--- src/rtl/crc_net_pkg.sv ---
// Shared CRC-16/CCITT framing definitions.
// Used by both the serial receiver and transmitter.
package crc_net_pkg;

  localparam int PKT_W = 136;
  localparam int CRC_W = 16;
  localparam logic [CRC_W-1:0] CRC_POLY = 16'h1021;
  localparam logic [CRC_W-1:0] CRC_INIT = 16'hFFFF;

  typedef enum logic [1:0] {
    RX_IDLE,
    RX_START,
    RX_DATA,
    RX_STOP
  } rx_state_e;

  // One MSB-first CRC shift of a single serial bit
  function automatic logic [CRC_W-1:0] crc_step(
    input logic [CRC_W-1:0] c,
    input logic             b
  );
    logic fb;
    fb = c[CRC_W-1] ^ b;
    return {c[CRC_W-2:0], 1'b0} ^ (fb ? CRC_POLY : '0);
  endfunction

endpackage

--- src/rtl/crc16_serial.sv ---
// Bit-serial CRC-16/CCITT engine, one bit per bit_en.
// init has priority and reloads the seed value.
module crc16_serial
  import crc_net_pkg::*;
(
  input  logic             clk,
  input  logic             rst_n,
  input  logic             init,
  input  logic             bit_en,
  input  logic             bit_in,
  output logic [CRC_W-1:0] crc
);

  logic [CRC_W-1:0] crc_q;
  logic [CRC_W-1:0] crc_d;

  // Next CRC: reseed, shift one bit, or hold
  always_comb begin
    crc_d = crc_q;
    if (init) begin
      crc_d = CRC_INIT;
    end else if (bit_en) begin
      crc_d = crc_step(crc_q, bit_in);
    end
  end

  // CRC register
  always_ff @(posedge clk or negedge rst_n) begin
    if (!rst_n) begin
      crc_q <= CRC_INIT;
    end else begin
      crc_q <= crc_d;
    end
  end

  assign crc = crc_q;

endmodule

--- src/rtl/rx_receiver.sv ---
// Serial frame receiver: start, PKT_W data bits MSB first, stop.
// Frame CRC is checked on the fly by crc16_serial.
module rx_receiver #(
  parameter int CLKS_PER_BIT = 434,
  parameter int PKT_W        = crc_net_pkg::PKT_W
) (
  input  logic             clk,
  input  logic             rst_n,
  input  logic             rx_line,
  output logic [PKT_W-1:0] rx_packet,
  output logic             rx_valid,
  output logic             crc_ok,
  output logic             crc_err,
  output logic             frame_err,
  output logic             rx_busy
);

  import crc_net_pkg::*;

  localparam int CNT_W = $clog2(CLKS_PER_BIT);
  localparam int BIT_W = $clog2(PKT_W + 1);

  localparam logic [CNT_W-1:0] CNT_HALF =
    CNT_W'(CLKS_PER_BIT / 2);
  localparam logic [CNT_W-1:0] CNT_LAST =
    CNT_W'(CLKS_PER_BIT - 1);
  localparam logic [BIT_W-1:0] BIT_LAST =
    BIT_W'(PKT_W - 1);

  rx_state_e        state_q, state_d;
  logic             sync1_q, sync1_d;
  logic             sync2_q, sync2_d;
  logic             prev_q, prev_d;
  logic [2:0]       warm_q, warm_d;
  logic [CNT_W-1:0] cnt_q, cnt_d;
  logic [BIT_W-1:0] bit_cnt_q, bit_cnt_d;
  logic [PKT_W-1:0] shift_q, shift_d;
  logic [PKT_W-1:0] rx_packet_q, rx_packet_d;
  logic             rx_valid_q, rx_valid_d;
  logic             crc_ok_q, crc_ok_d;
  logic             crc_err_q, crc_err_d;
  logic             frame_err_q, frame_err_d;
  logic             rx_busy_q, rx_busy_d;

  logic             crc_init;
  logic             crc_en;
  logic [CRC_W-1:0] crc;
  logic             fall;

  crc16_serial u_crc (
    .clk    (clk),
    .rst_n  (rst_n),
    .init   (crc_init),
    .bit_en (crc_en),
    .bit_in (sync2_q),
    .crc    (crc)
  );

  // Next-state, datapath and registered-output logic
  always_comb begin
    state_d     = state_q;
    sync1_d     = rx_line;
    sync2_d     = sync1_q;
    prev_d      = sync2_q;
    warm_d      = {warm_q[1:0], 1'b1};
    cnt_d       = cnt_q;
    bit_cnt_d   = bit_cnt_q;
    shift_d     = shift_q;
    rx_packet_d = rx_packet_q;
    rx_valid_d  = 1'b0;
    crc_ok_d    = crc_ok_q;
    crc_err_d   = crc_err_q;
    frame_err_d = 1'b0;
    crc_init    = 1'b0;
    crc_en      = 1'b0;
    // prev_q only holds a real line value once the
    // synchroniser has flushed its reset-time ones
    fall = warm_q[2] & prev_q & ~sync2_q;

    unique case (state_q)
      RX_IDLE: begin
        if (fall) begin
          state_d   = RX_START;
          cnt_d     = '0;
          bit_cnt_d = '0;
          crc_init  = 1'b1;
        end
      end
      RX_START: begin
        if (cnt_q == CNT_HALF) begin
          cnt_d   = '0;
          state_d = sync2_q ? RX_IDLE : RX_DATA;
        end else begin
          cnt_d = cnt_q + 1'b1;
        end
      end
      RX_DATA: begin
        if (cnt_q == CNT_LAST) begin
          cnt_d     = '0;
          shift_d   = {shift_q[PKT_W-2:0], sync2_q};
          crc_en    = 1'b1;
          bit_cnt_d = bit_cnt_q + 1'b1;
          if (bit_cnt_q == BIT_LAST) begin
            state_d = RX_STOP;
          end
        end else begin
          cnt_d = cnt_q + 1'b1;
        end
      end
      RX_STOP: begin
        if (cnt_q == CNT_LAST) begin
          cnt_d   = '0;
          state_d = RX_IDLE;
          if (sync2_q) begin
            rx_packet_d = shift_q;
            rx_valid_d  = 1'b1;
            crc_ok_d    = (crc == '0);
            crc_err_d   = (crc != '0);
          end else begin
            frame_err_d = 1'b1;
          end
        end else begin
          cnt_d = cnt_q + 1'b1;
        end
      end
      default: begin
        state_d = RX_IDLE;
      end
    endcase

    rx_busy_d = (state_d != RX_IDLE);
  end

  // State and output registers
  always_ff @(posedge clk or negedge rst_n) begin
    if (!rst_n) begin
      state_q     <= RX_IDLE;
      sync1_q     <= 1'b1;
      sync2_q     <= 1'b1;
      prev_q      <= 1'b1;
      warm_q      <= '0;
      cnt_q       <= '0;
      bit_cnt_q   <= '0;
      shift_q     <= '0;
      rx_packet_q <= '0;
      rx_valid_q  <= 1'b0;
      crc_ok_q    <= 1'b0;
      crc_err_q   <= 1'b0;
      frame_err_q <= 1'b0;
      rx_busy_q   <= 1'b0;
    end else begin
      state_q     <= state_d;
      sync1_q     <= sync1_d;
      sync2_q     <= sync2_d;
      prev_q      <= prev_d;
      warm_q      <= warm_d;
      cnt_q       <= cnt_d;
      bit_cnt_q   <= bit_cnt_d;
      shift_q     <= shift_d;
      rx_packet_q <= rx_packet_d;
      rx_valid_q  <= rx_valid_d;
      crc_ok_q    <= crc_ok_d;
      crc_err_q   <= crc_err_d;
      frame_err_q <= frame_err_d;
      rx_busy_q   <= rx_busy_d;
    end
  end

  assign rx_packet = rx_packet_q;
  assign rx_valid  = rx_valid_q;
  assign crc_ok    = crc_ok_q;
  assign crc_err   = crc_err_q;
  assign frame_err = frame_err_q;
  assign rx_busy   = rx_busy_q;

endmodule

--- config.mk ---
export PLATFORM = sky130hd
export DESIGN_NAME = rx_receiver
export DESIGN_NICKNAME = d
export VERILOG_FILES = /design/src/rtl/crc_net_pkg.sv /design/src/rtl/crc16_serial.sv /design/src/rtl/rx_receiver.sv
export SDC_FILE = /design/constraint.sdc
export NUM_CORES = 1
export LEC_CHECK = 0
export CAP_MARGIN = 20
export CORE_UTILIZATION = 40
export CTS_CLUSTER_SIZE = 24
export DETAILED_ROUTE_END_ITERATION = 8
export GPL_TIMING_DRIVEN = 0
export PLACE_DENSITY = 0.58
export SLEW_MARGIN = 20
export SYNTH_ARGS = -nofsm -noshare
export SYNTH_HDL_FRONTEND = slang
export SYNTH_SLANG_ARGS = --single-unit
--- constraint.sdc ---
create_clock -name clk -period 2.2 [get_ports clk]
set_input_delay 0.22 -clock clk [delete_from_list [all_inputs] [get_ports clk]]
set_output_delay 0.22 -clock clk [all_outputs]
set_load 0.01 [all_outputs]
==> results by group, run 1 <==
Worst setup path
  • Crit path max-delay family: compound AO/OA/AOI/OAI gates
  • CP max stage cell: a21boi_1
  • Delay of the slowest critical-path stage: 0.45 ns
  • Crit path required time: 2.62 ns
  • WP buf/inv: 1
  • Critical path start-end classification: reg2reg
  • Worst setup EP type: register
  • Worst EP arrival: 2.47 ns
  • CP Max Fanout: 10
  • CP Cell Sequence: ha_1 -> and4b_1 -> buf_4 -> a21boi_1 -> nor2_1 -> o211ai_1
  • Startpoint types: register

Global routing
  • Global-route wire length before repair: 42.6 mm
  • GRT Total Usage: 16.0%
  • Initial antenna violation count: 0
  • Total global routing overflow: 0
  • Pin count of the biggest net entering global routing: 90
  • Vias in the first global route: 8022

Cells and area
  • Fin util: 51.5%
  • Final instance count without filler cells: 1691
  • Antenna cells: 0
  • P&R area growth vs syn: 25.5%
  • FF+latch area: 7980 µm²
  • Multi-input logic area: 4330 µm²
  • Layout cells sized above 1: 20.9%
  • FILL cells: 2704
  • Nets: 1273

Synth
  • Top post-synthesis cells by area: dfrtp_1 59%, nand2_1 13%, mux2_4 11%
  • Synth Instances: 1083
  • Yosys warns: 0
  • Synthesized-area fraction occupied by and/or/nand/nor cells: 16.6%
  • Synth area leader: dfrtp_1
  • Post-synth net total: 1089
  • Largest family of logic cells by synthesized area: simple AND/OR/NAND/NOR gates
  • #FFs+latches synth: 318
  • Main synth FF type: dfrtp_1
  • Async SR Flop Fraction: 100%
  • Adder-cell share of the synthesized area: 0.296%
  • Post-synthesis sequential area ratio: 63.0%
  • Post-synthesis cell type count: 46
  • Post-synth EDFFs: 0
  • Avg Cell Area, Syn: 11.7 µm²
  • Complex-gate fraction of the synthesized area: 1.63%
  • Top-area cell type share of the netlist area: 59.0%
  • Mux cell area share after synthesis: 14.9%
  • Synth Area in XOR/XNOR: 0.553%
  • Mapped Area: 12700 µm²

Clock tree
  • Root buf cell: clkbuf_16
  • Setup Fix Bufs, Post-CTS: 0
  • Cts bufs inserted: 36
  • H-Tree Level Count: 2
  • Clk slew on worst S/H paths: 0.06 ns
  • Sink Count: 318
  • Max clock buf depth: 3
  • TritonCTS clock tree: yes
  • Worst-skew pair later-pin latency: 0.52 ns

Floorplan
  • Die Span X: 180 µm
  • Total core area: 30900 µm²
  • I/O pins: 144
  • Starting Density: 41.0%
  • Die Y: 180 µm
  • Die ar.: 32400 µm²
  • Num rows: 64

Placement
  • Dpl hpwl: 16.3 mm
  • IO buf count: 143
  • RePlAce Congestion: 0.728
  • Pre-CTS WS: 0.0539 ns
  • Dpl cells: 1625

Pwr
  • Cell Pwr Density: 776 nW/µm²
  • Internal power: 0.00967 W
  • Gate power share: 3.2%
  • Switching Fraction: 21.7%
  • Clock power frac: 47.7%
  • P_leak: 8.37 nW
  • Net Switching: 0.00267 W
  • Seq pwr share: 49.1%
  • VDD IR max: 0.495 mV

Route
  • Routed Antenna Nets: 0
  • Drt total wl: 25.0 mm
  • DRT iter0 DRCs: 455
  • First-pass DRT Iterations: 4
  • Vias per inst: 4.69
  • Vias: 7936
  • Drt wl/cell: 14.8 µm
  • Drt drc: 0

Timing
  • Final setup fails: 0
  • Pins Over Slew Limit: 0
  • RSZ-0062 raised after global routing: false
  • Slew HR: 57.4%
  • Fmax: 0.487 GHz
  • Hold_ws: 0.121 ns
  • Layout Skew: 0.0167 ns
  • Fin crit share: 93.3%
  • Final-report hold violation count: 0
  • Slew @ Worst Pin: 0.636 ns
  • Final Critical Period: 2.05 ns
  • Final worst slack: 0.148 ns

Min path
  • Worst hold path class: in2reg

Flow run
  • Max Cap Viol: 0

Run status
  • Status: complete, no violations
## synthesized netlist by cell type (2+ instances only)
library cell  instances
a21oi_1               9
dfstp_2              19
clkbuf_1              8
ha_1                  3
buf_4                 9
nor3_1                9
nand3_1              18
and2_1                3
dfrtp_1             299
xor2_1                4
nor2_1                8
nor4_1                4
o211ai_1              2
mux2_4               96
or3_1                 4
buf_6                11
xnor2_1               4
o21a_1                2
nand4_1               5
nand2_1             454
mux2_2               40
o22ai_1               5
inv_1                 5
buf_2                27
and3_1                4
nor2b_1               2
o21ai_0              10
## placed cells by master (no fill, tap or decap), types with 9 or more instances in the layout
cell type        instances
clkbuf_1                13
clkdlybuf4s50_1        142
nor3_1                   9
mux2_2                  40
buf_6                   12
o21ai_0                 10
dfstp_2                 19
buf_2                   27
clkbuf_16               38
nand3_1                 18
mux2_4                  96
dfrtp_1                299
nand2_1                454
## power groups by stage
stage          Combinational (W)  Clock [W]  Sequential (W)
6_report                0.000393    0.00589         0.00606
3_3_place_gp            0.000372          0         0.00617
2_1_floorplan           0.000201          0         0.00613
3_5_place_dp            0.000401          0         0.00616
5_1_grt                 0.000457    0.00631         0.00607
4_1_cts                 0.000404    0.00605         0.00605
## logic make-up (layout without fill, tap and decap cells)
kind of cell | count (synthesis) | in the layout
simple gates | 522 | 522
flops | 318 | 318
mux | 136 | 136
buf+inv | 61 | 273
compound gates | 34 | 34
xor+xnor | 8 | 8
fa+ha+maj | 3 | 3
other cells | 1 | 1
## worst register-to-register path: stages, from the launching register on
cell and delay, ns:
dfrtp_1 0.43, ha_1 0.22, and4b_1 0.27, buf_4 0.20, a21boi_1 0.45, nor2_1 0.19, o211ai_1 0.21
## per-stage QoR
stage | power (W) | area (µm²) | setup TNS, ns
after floorplan | 0.00634 | 12700 | 0
after global placement | 0.00654 | 14600 | -4063.04
after detailed placement | 0.00656 | 14700 | 0
after CTS | 0.0125 | 15900 | 0
after global routing | 0.0128 | 15900 | 0
final | 0.0123 | 15900 | 0
## flip-flops by register name, summed over array words and instances (netlist names)
name       cells
u_crc.crc     16
sync1_q        1
bit_cnt_q      8
rx_valid       1
cnt_q          9
rx_busy        1
shift_q      136
warm_q         3
crc_err        1
rx_packet    136
prev_d         1
crc_ok         1
state_q        2
prev_q         1
frame_err      1
## final cells by class
class / count / share of cell area [%]
flip-flops and latches: 318 / 50.2
plain buffers: 55 / 2.30
well taps: 396 / 3.11
clock buffers: 57 / 6.93
clock inverters: 9 / 0.535
multi-input cells: 704 / 27.2
inverters: 5 / 0.118
repair buffers: 147 / 9.61
## path summary, 6_finish.rpt
| path | from | to | cells past startpoint | slack, ns |
|---|---|---|---|---|
| min in group asynchronous | rst_n | rx_packet[28]$_DFFE_PN0P_ | 2 | 0.25 |
| worst max register to register | cnt_q[0]$_DFFE_PN0P_ | cnt_q[3]$_DFFE_PN0P_ | 6 | 0.15 |
| max in group asynchronous | rst_n | shift_q[60]$_DFFE_PN0P_ | 4 | 0.76 |
| worst min register to register | warm_q[1]$_DFF_PN0_ | warm_q[2]$_DFF_PN0_ | 0 | 0.35 |
| worst min-delay path | rx_line | sync1_q$_DFF_PN1_ | 1 | 0.12 |
| worst max-delay path | cnt_q[0]$_DFFE_PN0P_ | cnt_q[3]$_DFFE_PN0P_ | 6 | 0.15 |
## routing by layer
layer | GRT usage (%) | share of wire [%]
met1 | 22.6 | 49
met4 | 4.38 | 2.0
met2 | 24.1 | 43
met3 | 4.55 | 6.3
met5 | 0 | 0
## what timing repair did
action | in CTS | in global routing
endpoints found under the setup margin | 0 | 110
gates resized for setup | 0 | 13
hold buffers | 1 | 0
endpoints found under the hold margin | 60 | 0
Note: power is estimated with default switching activity, not from simulation.
==> run 2, diff against run 1 <==
CELL_PAD_IN_SITES_DETAIL_PLACEMENT = 1   (was default)
CELL_PAD_IN_SITES_GLOBAL_PLACEMENT = 2   (was default)
CTS_CLUSTER_SIZE = 20   (was 24)
PLACE_DENSITY = 0.82   (was 0.58)
clock period = 2.5 ns   (was 2.2 ns; I/O delays follow)
==> run 2 against run 1 <==
Effect of this change: clock skew rose by 0.0027 ns; sequential cell count did not move; first-iteration DRC count fell by 34%; maximum frequency fell by 6.8%; global-route usage rose by 2.1 points; core utilization rose by 0.21 points; largest power group is now the clock network; clock power fell by 8.1%; combinational power fell by 9.2%; via count rose by 3.4%; worst setup slack improved by 0.15 ns; power fell by 10%.
==> results by group, run 2 (synthesis results as in run 1) <==
Worst setup path
  • Crit path launch: cnt_q[0]$_DFFE_PN0P_
  • WP buf/inv: 3
  • Worst setup EP type: register
  • Delay of the slowest critical-path stage: 0.44 ns
  • Flop2flop setup slack: 0.30 ns
  • R2r startpoint: cnt_q[0]$_DFFE_PN0P_
  • RR Endpoint: shift_q[53]$_DFFE_PN0P_
  • Crit path required time: 2.95 ns
  • Critical path start-end classification: reg2reg
  • FF-to-FF path depth: 8
  • Startpoint types: register
  • Critical Path Most Common Cell: nand2_1
  • Crit path max-delay family: buffers and inverters
  • CP Cell Sequence: ha_1 -> and4b_1 -> buf_4 -> nand3_1 -> buf_2 -> clkbuf_1 -> nand2_1 -> nand2_1
  • Worst setup path end: shift_q[53]$_DFFE_PN0P_
  • CP Max Fanout: 10
  • CP max stage cell: dfrtp_1
  • Critical Path Stages: 8
  • Worst EP arrival: 2.65 ns

Timing
  • Pins Over Slew Limit: 0
  • Slew @ Worst Pin: 0.673 ns
  • Slew HR: 55.0%
  • Fmax: 0.454 GHz
  • Final-report hold violation count: 0
  • Final Critical Period: 2.20 ns
  • Final worst slack: 0.298 ns
  • RSZ-0062 raised after global routing: false
  • Hold_ws: 0.176 ns
  • Final setup fails: 0
  • Fin crit share: 88.1%
  • Setup TNS: 0 ns
  • Layout Skew: 0.0194 ns

Cells and area
  • Nets: 1275
  • Most frequent cells in the layout: 454 x nand2_1, 299 x dfrtp_1, 142 x clkdlybuf4s50_1
  • FF+latch area: 7980 µm²
  • P&R area growth vs syn: 26.0%
  • FILL cells: 3211
  • Final instance count without filler cells: 1693
  • Antenna cells: 0
  • Layout cells sized above 1: 20.9%
  • Multi-input logic area: 4320 µm²
  • Commonest non-fill, non-tap cell in the layout: nand2_1

Placement
  • Dpl cells: 1626
  • Pre-CTS WS: 0.318 ns
  • Dpl hpwl: 18.7 mm
  • RePlAce Congestion: 0.722
  • IO buf count: 143

Clock tree
  • Max clock buf depth: 3
  • Root buf cell: clkbuf_16
  • Cts bufs inserted: 36
  • Worst-skew pair later-pin latency: 0.52 ns
  • Clk slew on worst S/H paths: 0.06 ns
  • H-Tree Level Count: 2
  • Sink Count: 318
  • TritonCTS clock tree: yes
  • Cts repair resizes: 0

Global routing
  • Vias in the first global route: 8762
  • Initial antenna violation count: 0
  • GRT Total Usage: 18.1%
  • Global-route wire length before repair: 47.7 mm
  • Pin count of the biggest net entering global routing: 96
  • Total global routing overflow: 0

Route
  • Drt wl/cell: 16.7 µm
  • Drt drc: 0
  • First-pass DRT Iterations: 4
  • Routed Antenna Nets: 0
  • Drt total wl: 28.3 mm
  • Vias: 8206
  • Vias per inst: 4.85
  • DRT iter0 DRCs: 300

Floorplan
  • Die Y: 180 µm
  • Num rows: 64
  • Total core area: 30900 µm²
  • I/O pins: 144
  • Die Span X: 180 µm
  • Starting Density: 41.0%
  • Die ar.: 32400 µm²

Pwr
  • Total power: 0.0111 W
  • P_leak: 8.41 nW
  • Cell Pwr Density: 695 nW/µm²
  • VDD IR max: 0.465 mV

Flow run
  • Max Cap Viol: 0

Run status
  • Status: complete, no violations

Min path
  • Worst hold path class: in2async
run 2: power by group:
| group | switching [W] | internal [W] |
|---|---|---|
| sequential | 0.0000929 | 0.00524 |
| clock | 0.00209 | 0.00332 |
| combinational | 0.000229 | 0.000128 |
run 2: repair_timing:
action	in CTS	in global routing
hold endpoints to repair	110	0
hold buffers	1	0
buffers inserted	0	0
run 2: worst min-delay path by stage:
| stage | startpoint | end | slack [ns] |
|---|---|---|---|
| 3_5_place_dp | rst_n | rx_packet[103]$_DFFE_PN0P_ | 0.12 |
| 5_1_grt | rx_line | sync1_q$_DFF_PN1_ | 0.17 |
| 3_3_place_gp | warm_q[1]$_DFF_PN0_ | warm_q[2]$_DFF_PN0_ | 0.33 |
| 6_report | rst_n | rx_packet[103]$_DFFE_PN0P_ | 0.18 |
| 2_1_floorplan | rst_n | bit_cnt_q[0]$_DFFE_PN0P_ | -0.05 |
| 4_1_cts | rx_line | sync1_q$_DFF_PN1_ | 0.15 |
run 2: per-layer routing:
layer | vias up | track usage (%) | wire length [µm]
met1 | 4149 | 24.6 | 13400
li1 | 3877 | - | -
met3 | 35 | 4.73 | 1540
met2 | 145 | 28.9 | 13000
met4 | 0 | 4.51 | 451
met5 | - | 0 | 0
run 2: worst register-to-register path, stage by stage, from the launching register on:
cell and delay, ns:
dfrtp_1 0.44, ha_1 0.23, and4b_1 0.25, buf_4 0.19, nand3_1 0.08, buf_2 0.30
clkbuf_1 0.43, nand2_1 0.14, nand2_1 0.10
run 2: final cells by class:
cell class / instances / share of cell area, %
Multi-Input combinational cell: 704 / 27.0
Clock inverter: 11 / 0.744
Buffer: 56 / 2.26
Tap cell: 396 / 3.10
Clock buffer: 55 / 7.04
Inverter: 5 / 0.117
Timing Repair Buffer: 148 / 9.74
Sequential cell: 318 / 50.0
run 2: through the flow:
step | instance area (µm²) | utilization (%)
after global routing | 16000 | 51.7
after floorplan | 12700 | -
after detailed placement | 14700 | 47.6
after CTS | 16000 | 51.7
after global placement | 14600 | 47.3
final | 16000 | 51.7
==> variant 1, RTL diff (config.mk and constraints of run 1) <==
The package constant `PKT_W` goes from 136 to 140.
--- a/src/rtl/crc_net_pkg.sv
+++ b/src/rtl/crc_net_pkg.sv
@@ -2,7 +2,7 @@
 // Used by both the serial receiver and transmitter.
 package crc_net_pkg;
 
-  localparam int PKT_W = 136;
+  localparam int PKT_W = 140;
   localparam int CRC_W = 16;
   localparam logic [CRC_W-1:0] CRC_POLY = 16'h1021;
   localparam logic [CRC_W-1:0] CRC_INIT = 16'hFFFF;
Ports: changed (resized rx_packet); port bits go from 144 to 148. No check against the original RTL was run, so the function may have changed too.
==> variant 1 against run 1 <==
Global-route usage increased by 0.13 points; total power increased by 5.0%; wire length increased by 1.8%; sequential cell count increased by 8; via count increased by 3.7%; area after synthesis increased by 0.90%; worst setup slack got worse by 0.13 ns; cell area increased by 2.8%; maximum frequency decreased by 5.9%; core utilization increased by 0.48 points; largest cell class unchanged; critical path depth increased by 3; clock skew decreased by 0.00093 ns; largest power group unchanged; non-clock buffer count increased by 19.
==> variant 1: results <==
[timing]
worst_case_clock_skew_ns = 0.0158
worst_slew_margin_relative_to_its_limit_pct = 53.7

[global_route]
grt.met1_usage_pct = 22.6
grt_first_pass_wirelength_um = 43200
grt_max_degree = 99
global_route.usage.total_pct = 16.1
groute.layer.met3.usage_pct = 4.21
grt.met2_usage_pct = 24.7
number_of_global_route_vias_before_repair = 8222

[routing]
wl_per_cell_um = 14.6
first_iter_violations = 475
drt-total-wl_um = 25400
viasPerCell = 4.72

[place]
pre_cts_slack_ns = -0.561
place_hpwl_um = 16100
buffer_ports.inserted = 147
numPlacedInstances = 1662
gpl.final_weighted_congestion = 0.768

[outcome]
outcome = "finished clean"

[layout]
layout-drive-gt1-share_pct = 21.4
fill_cells = 2761
nNetsFinal = 1320

[clocking]
clock_insertion_delay_worst_skew_ns = 0.51
clk_path_buf_depth = 3
cts_root_buffer = "clkbuf_16"
cts_inserted_buffers = 38

[synth]
syn_nets = 1116
share_of_the_synthesized_netlist_area_taken_by_xor_and_xnor_gates_pct = 0.342
netlist_top_cells_area = "dfrtp_1 (60%), nand2_1 (14%), mux2_2 (7.2%), mux2_4 (6.8%), dfstp_2 (3.9%)"
synth_area_per_cell_um2 = 11.5
synth-compound-area-share_pct = 1.56
synthAdderAreaFrac_pct = 0.293
ys_seq_area_share_pct = 64.0
synth.most_common_cell = "nand2_1"
synth.mux.area_fraction_pct = 14.2
netlist_top_cells_count = "nand2_1 (469), dfrtp_1 (307), mux2_2 (82)"

[worst_setup_path]
arrival_time_at_the_worst_endpoint_ns = 2.56
worstPathMaxFanout = 7
cp-start-kind = "flip-flop"
r2r_start = "cnt_q[6]"

[power_and_ir_drop]
swShare_pct = 21.4
irDropWorstVdd_v = 0.000425
p_leak_nw = 8.50
-- variant 1: timing repair --
item / 4_1_cts / 5_1_grt
gates resized for setup: 25 / 35
hold endpoints to repair: 60 / 0
setup endpoints to repair: 239 / 282
pin swaps: 2 / 1
setup buffers: 10 / 2
hold buffers: 1 / 0
gates cloned: 1 / 0
-- variant 1: path summary, 6_finish.rpt --
kind / cells past startpoint / endpoint / slack (ns)
worst max register to register: 9 / rx_packet[136] / 0.02
worst max-delay path: 9 / rx_packet[136] / 0.02
worst min register to register: 0 / warm_q[2] / 0.35
max in group asynchronous: 4 / rx_packet[37] / 0.73
min in group asynchronous: 2 / rx_packet[88] / 0.25
worst min-delay path: 1 / sync1_q / 0.12
-- variant 1: power by group through the flow --
| stage | sequential [mW] | combinational [mW] | clock (mW) |
|---|---|---|---|
| 2_1_floorplan | 6.38 | 0.212 | 0 |
| 3_3_place_gp | 6.42 | 0.360 | 0 |
| 3_5_place_dp | 6.41 | 0.397 | 0 |
| 4_1_cts | 6.30 | 0.438 | 6.40 |
| 5_1_grt | 6.32 | 0.492 | 6.67 |
| 6_report | 6.30 | 0.421 | 6.24 |
-- variant 1: routing by layer --
layer,up-vias,part of all wire [%]
li1,4019,-
met1,4022,48
met2,156,45
met3,33,5.5
met4,0,1.8
met5,-,0
-- variant 1: cells by family (layout without fill, tap and decap cells) --
logic type      after synthesis  count (layout)
compound gates               34              34
xor+xnor                      5               5
flops                       326             326
fa+ha+maj                     3               3
buf+inv                      63             296
other cells                   1               1
mux                         142             142
simple gates                536             536
-- variant 1: layout make-up --
type	instances	area share, %
well taps	402	3.08
flip-flops and latches	326	50.0
clock buffers	59	7.05
repair buffers	164	10.4
clock inverters	10	0.627
plain buffers	57	2.45
multi-input cells	721	26.2
inverters	6	0.153
-- variant 1: critical path: stages (launching register included) --
cell and delay, ns:
dfrtp_1 0.43, and4bb_4 0.41, nand4_4 0.11, or2_1 0.23, buf_6 0.14, inv_4 0.05, buf_8 0.12, buf_12 0.11
buf_8 0.11, mux2_2 0.32
-- variant 1: through the flow --
| stage | hold slack [ns] | area (um^2) |
|---|---|---|
| 2_1_floorplan | -0.0756 | 12800 |
| 3_3_place_gp | 0.334 | 14800 |
| 3_5_place_dp | 0.196 | 14900 |
| 4_1_cts | 0.105 | 16300 |
| 5_1_grt | 0.109 | 16400 |
| 6_report | 0.122 | 16400 |
==> variant 2, RTL diff (config.mk and constraints of run 1) <==
Made on the original files. Remove the register `frame_err_q`: a continuous assignment takes its place, so the output `frame_err` follows one clock earlier.
--- a/src/rtl/rx_receiver.sv
+++ b/src/rtl/rx_receiver.sv
@@ -146,7 +146,6 @@
       rx_valid_q  <= 1'b0;
       crc_ok_q    <= 1'b0;
       crc_err_q   <= 1'b0;
-      frame_err_q <= 1'b0;
       rx_busy_q   <= 1'b0;
     end else begin
       state_q     <= state_d;
@@ -161,10 +160,11 @@
       rx_valid_q  <= rx_valid_d;
       crc_ok_q    <= crc_ok_d;
       crc_err_q   <= crc_err_d;
-      frame_err_q <= frame_err_d;
       rx_busy_q   <= rx_busy_d;
     end
   end
+
+  assign frame_err_q = frame_err_d;
 
   assign rx_packet = rx_packet_q;
   assign rx_valid  = rx_valid_q;
Function: no difference found for any inputs over 4 cycles, from zero or initial values and one cycle with rst_n low; that may be too few to reach the edited logic, so the function may still have changed.
==> variant 2 against run 1 <==
The run now ends with design-rule violations left; total power shrank 2.5%; clock power down 5.6%; critical path type is now flip-flop to output port; area after synthesis down 0.20%; largest power group unchanged; wire length up 0.14%; cell area fell by 0.33%; register-to-register slack better by 0.04 ns; worst setup slack got worse by 0.039 ns; sequential cell count shrank 1.
==> variant 2: results <==
[synth]
syn_nets = 1088
ys_seq_area_share_pct = 62.9
netlist_top_cells_area = "dfrtp_1 (59%), nand2_1 (13%), mux2_4 (11%), dfstp_2 (3.9%), mux2_2 (3.6%)"
synth-compound-area-share_pct = 1.63
yosys_warn_count = 0
synthAdderAreaFrac_pct = 0.297
share_of_the_synthesized_netlist_area_taken_by_xor_and_xnor_gates_pct = 0.554
async_flop_share_pct = 100
synth.mux.area_fraction_pct = 15.0
netlist_top_cells_count = "nand2_1 (454), dfrtp_1 (298), mux2_4 (96)"

[clocking]
clock_slew_at_the_register_clock_pins_of_the_worst_setup_and_hold_paths_ns = 0.06
cts_inserted_buffers = 35
number_of_h_tree_levels = 2
clock_insertion_delay_worst_skew_ns = 0.50
cts_root_buffer = "clkbuf_16"
clk_path_buf_depth = 3

[layout]
insertedDiodeCount = 0
fill_cells = 2706
syn_to_final_growth_pct = 25.3
nNetsFinal = 1277
layout-drive-gt1-share_pct = 21.5

[routing]
detailroute.via_count = 8018
drcViolationCount = 16
wl_per_cell_um = 14.8
dr.pass1.iters = 7
first_iter_violations = 521

[global_route]
grt_max_degree = 98
number_of_global_route_vias_before_repair = 7946
grt_first_pass_wirelength_um = 42500
grt.met1_usage_pct = 22.7
global_route.usage.total_pct = 16.0
groute.layer.met3.usage_pct = 4.40
grt_antenna_before_repair = 0
grt.met2_usage_pct = 23.9

[power_and_ir_drop]
clk-power_mw = 5.56
p_leak_nw = 8.34
irDropWorstVdd_v = 0.000472
swShare_pct = 21.6
power.share.sequential_pct = 50.1

[hold_path]
cell_count_of_the_worst_hold_path = 1
holdCritPathClass = "input pin to flip-flop"

[worst_setup_path]
arrival_time_at_the_worst_endpoint_ns = 1.87
timing.reg2reg.worst_path_depth = 7
worst-r2r-setup-slack_ns = 0.19
worstPathMaxFanout = 2

[place]
gpl.final_weighted_congestion = 0.739
place_hpwl_um = 16300
placed_cell_areas_um2 = 14700

[outcome]
outcome = "finished, violations left"
violations = "design-rule violations"

[timing]
worst-slew-pin-transition_ns = 0.667
worst_case_clock_skew_ns = 0.00978
-- variant 2: through the flow --
step                      setup TNS, ns  worst slack (ns)  hold slack [ns]  cells  power (mW)
final                                 0             0.109            0.134   1692        12.0
after global routing                  0            0.0212            0.142   1692        12.5
after CTS                             0            0.0264            0.113   1691        12.2
after detailed placement              0            0.0336            0.182   1624        6.54
after global placement         -4044.31            -13.05            0.332   1621        6.51
after floorplan                       0             0.502          -0.0756   1082        6.32
-- variant 2: worst paths after layout --
| path | endpoint |
|---|---|
| max reg2reg | rx_packet[87] |
| min | sync1_q |
| max | frame_err |
| min in group asynchronous | rx_packet[27] |
| max in group asynchronous | rx_packet[83] |
| min reg2reg | warm_q[2] |
-- variant 2: timing repair --
action,4_1_cts,5_1_grt
pin swaps,0,0
resized for setup,7,16
hold endpoints to repair,53,0
hold buffers,1,0
setup buffers,4,1
setup endpoints to repair,1,104
-- variant 2: cell type report --
type,count,area share (%)
timing repair buffer,152,9.85
tap,396,3.12
inverter,5,0.118
clock inverter,7,0.253
buffer,56,2.38
sequential,317,50.2
clock buffer,55,6.71
multi-input combinational,704,27.4
-- variant 2: kinds of logic (layout without fill, tap and decap cells) --
group | Yosys count | count (layout)
AOI/OAI and AO/OA | 34 | 34
xor gates and xnor gates | 8 | 8
adders and majority gates | 3 | 3
buffers and inverters | 61 | 275
DFF | 317 | 317
muxes | 136 | 136
other | 1 | 1
and+or+nand+nor | 522 | 522
-- variant 2: per-layer routing --
layer | up-vias | share of wire (%)
li1 | 3886 | -
met1 | 3918 | 47
met2 | 173 | 44
met3 | 41 | 6.9
met4 | 0 | 2.1
met5 | - | 0
-- variant 2: critical path: stages (launching register included) --
cell     delay [ns]
dfrtp_1        0.38
ha_1           0.19
and4b_2        0.26
buf_6          0.12
and2_4         0.13
and3_4         0.16
buf_2          0.13
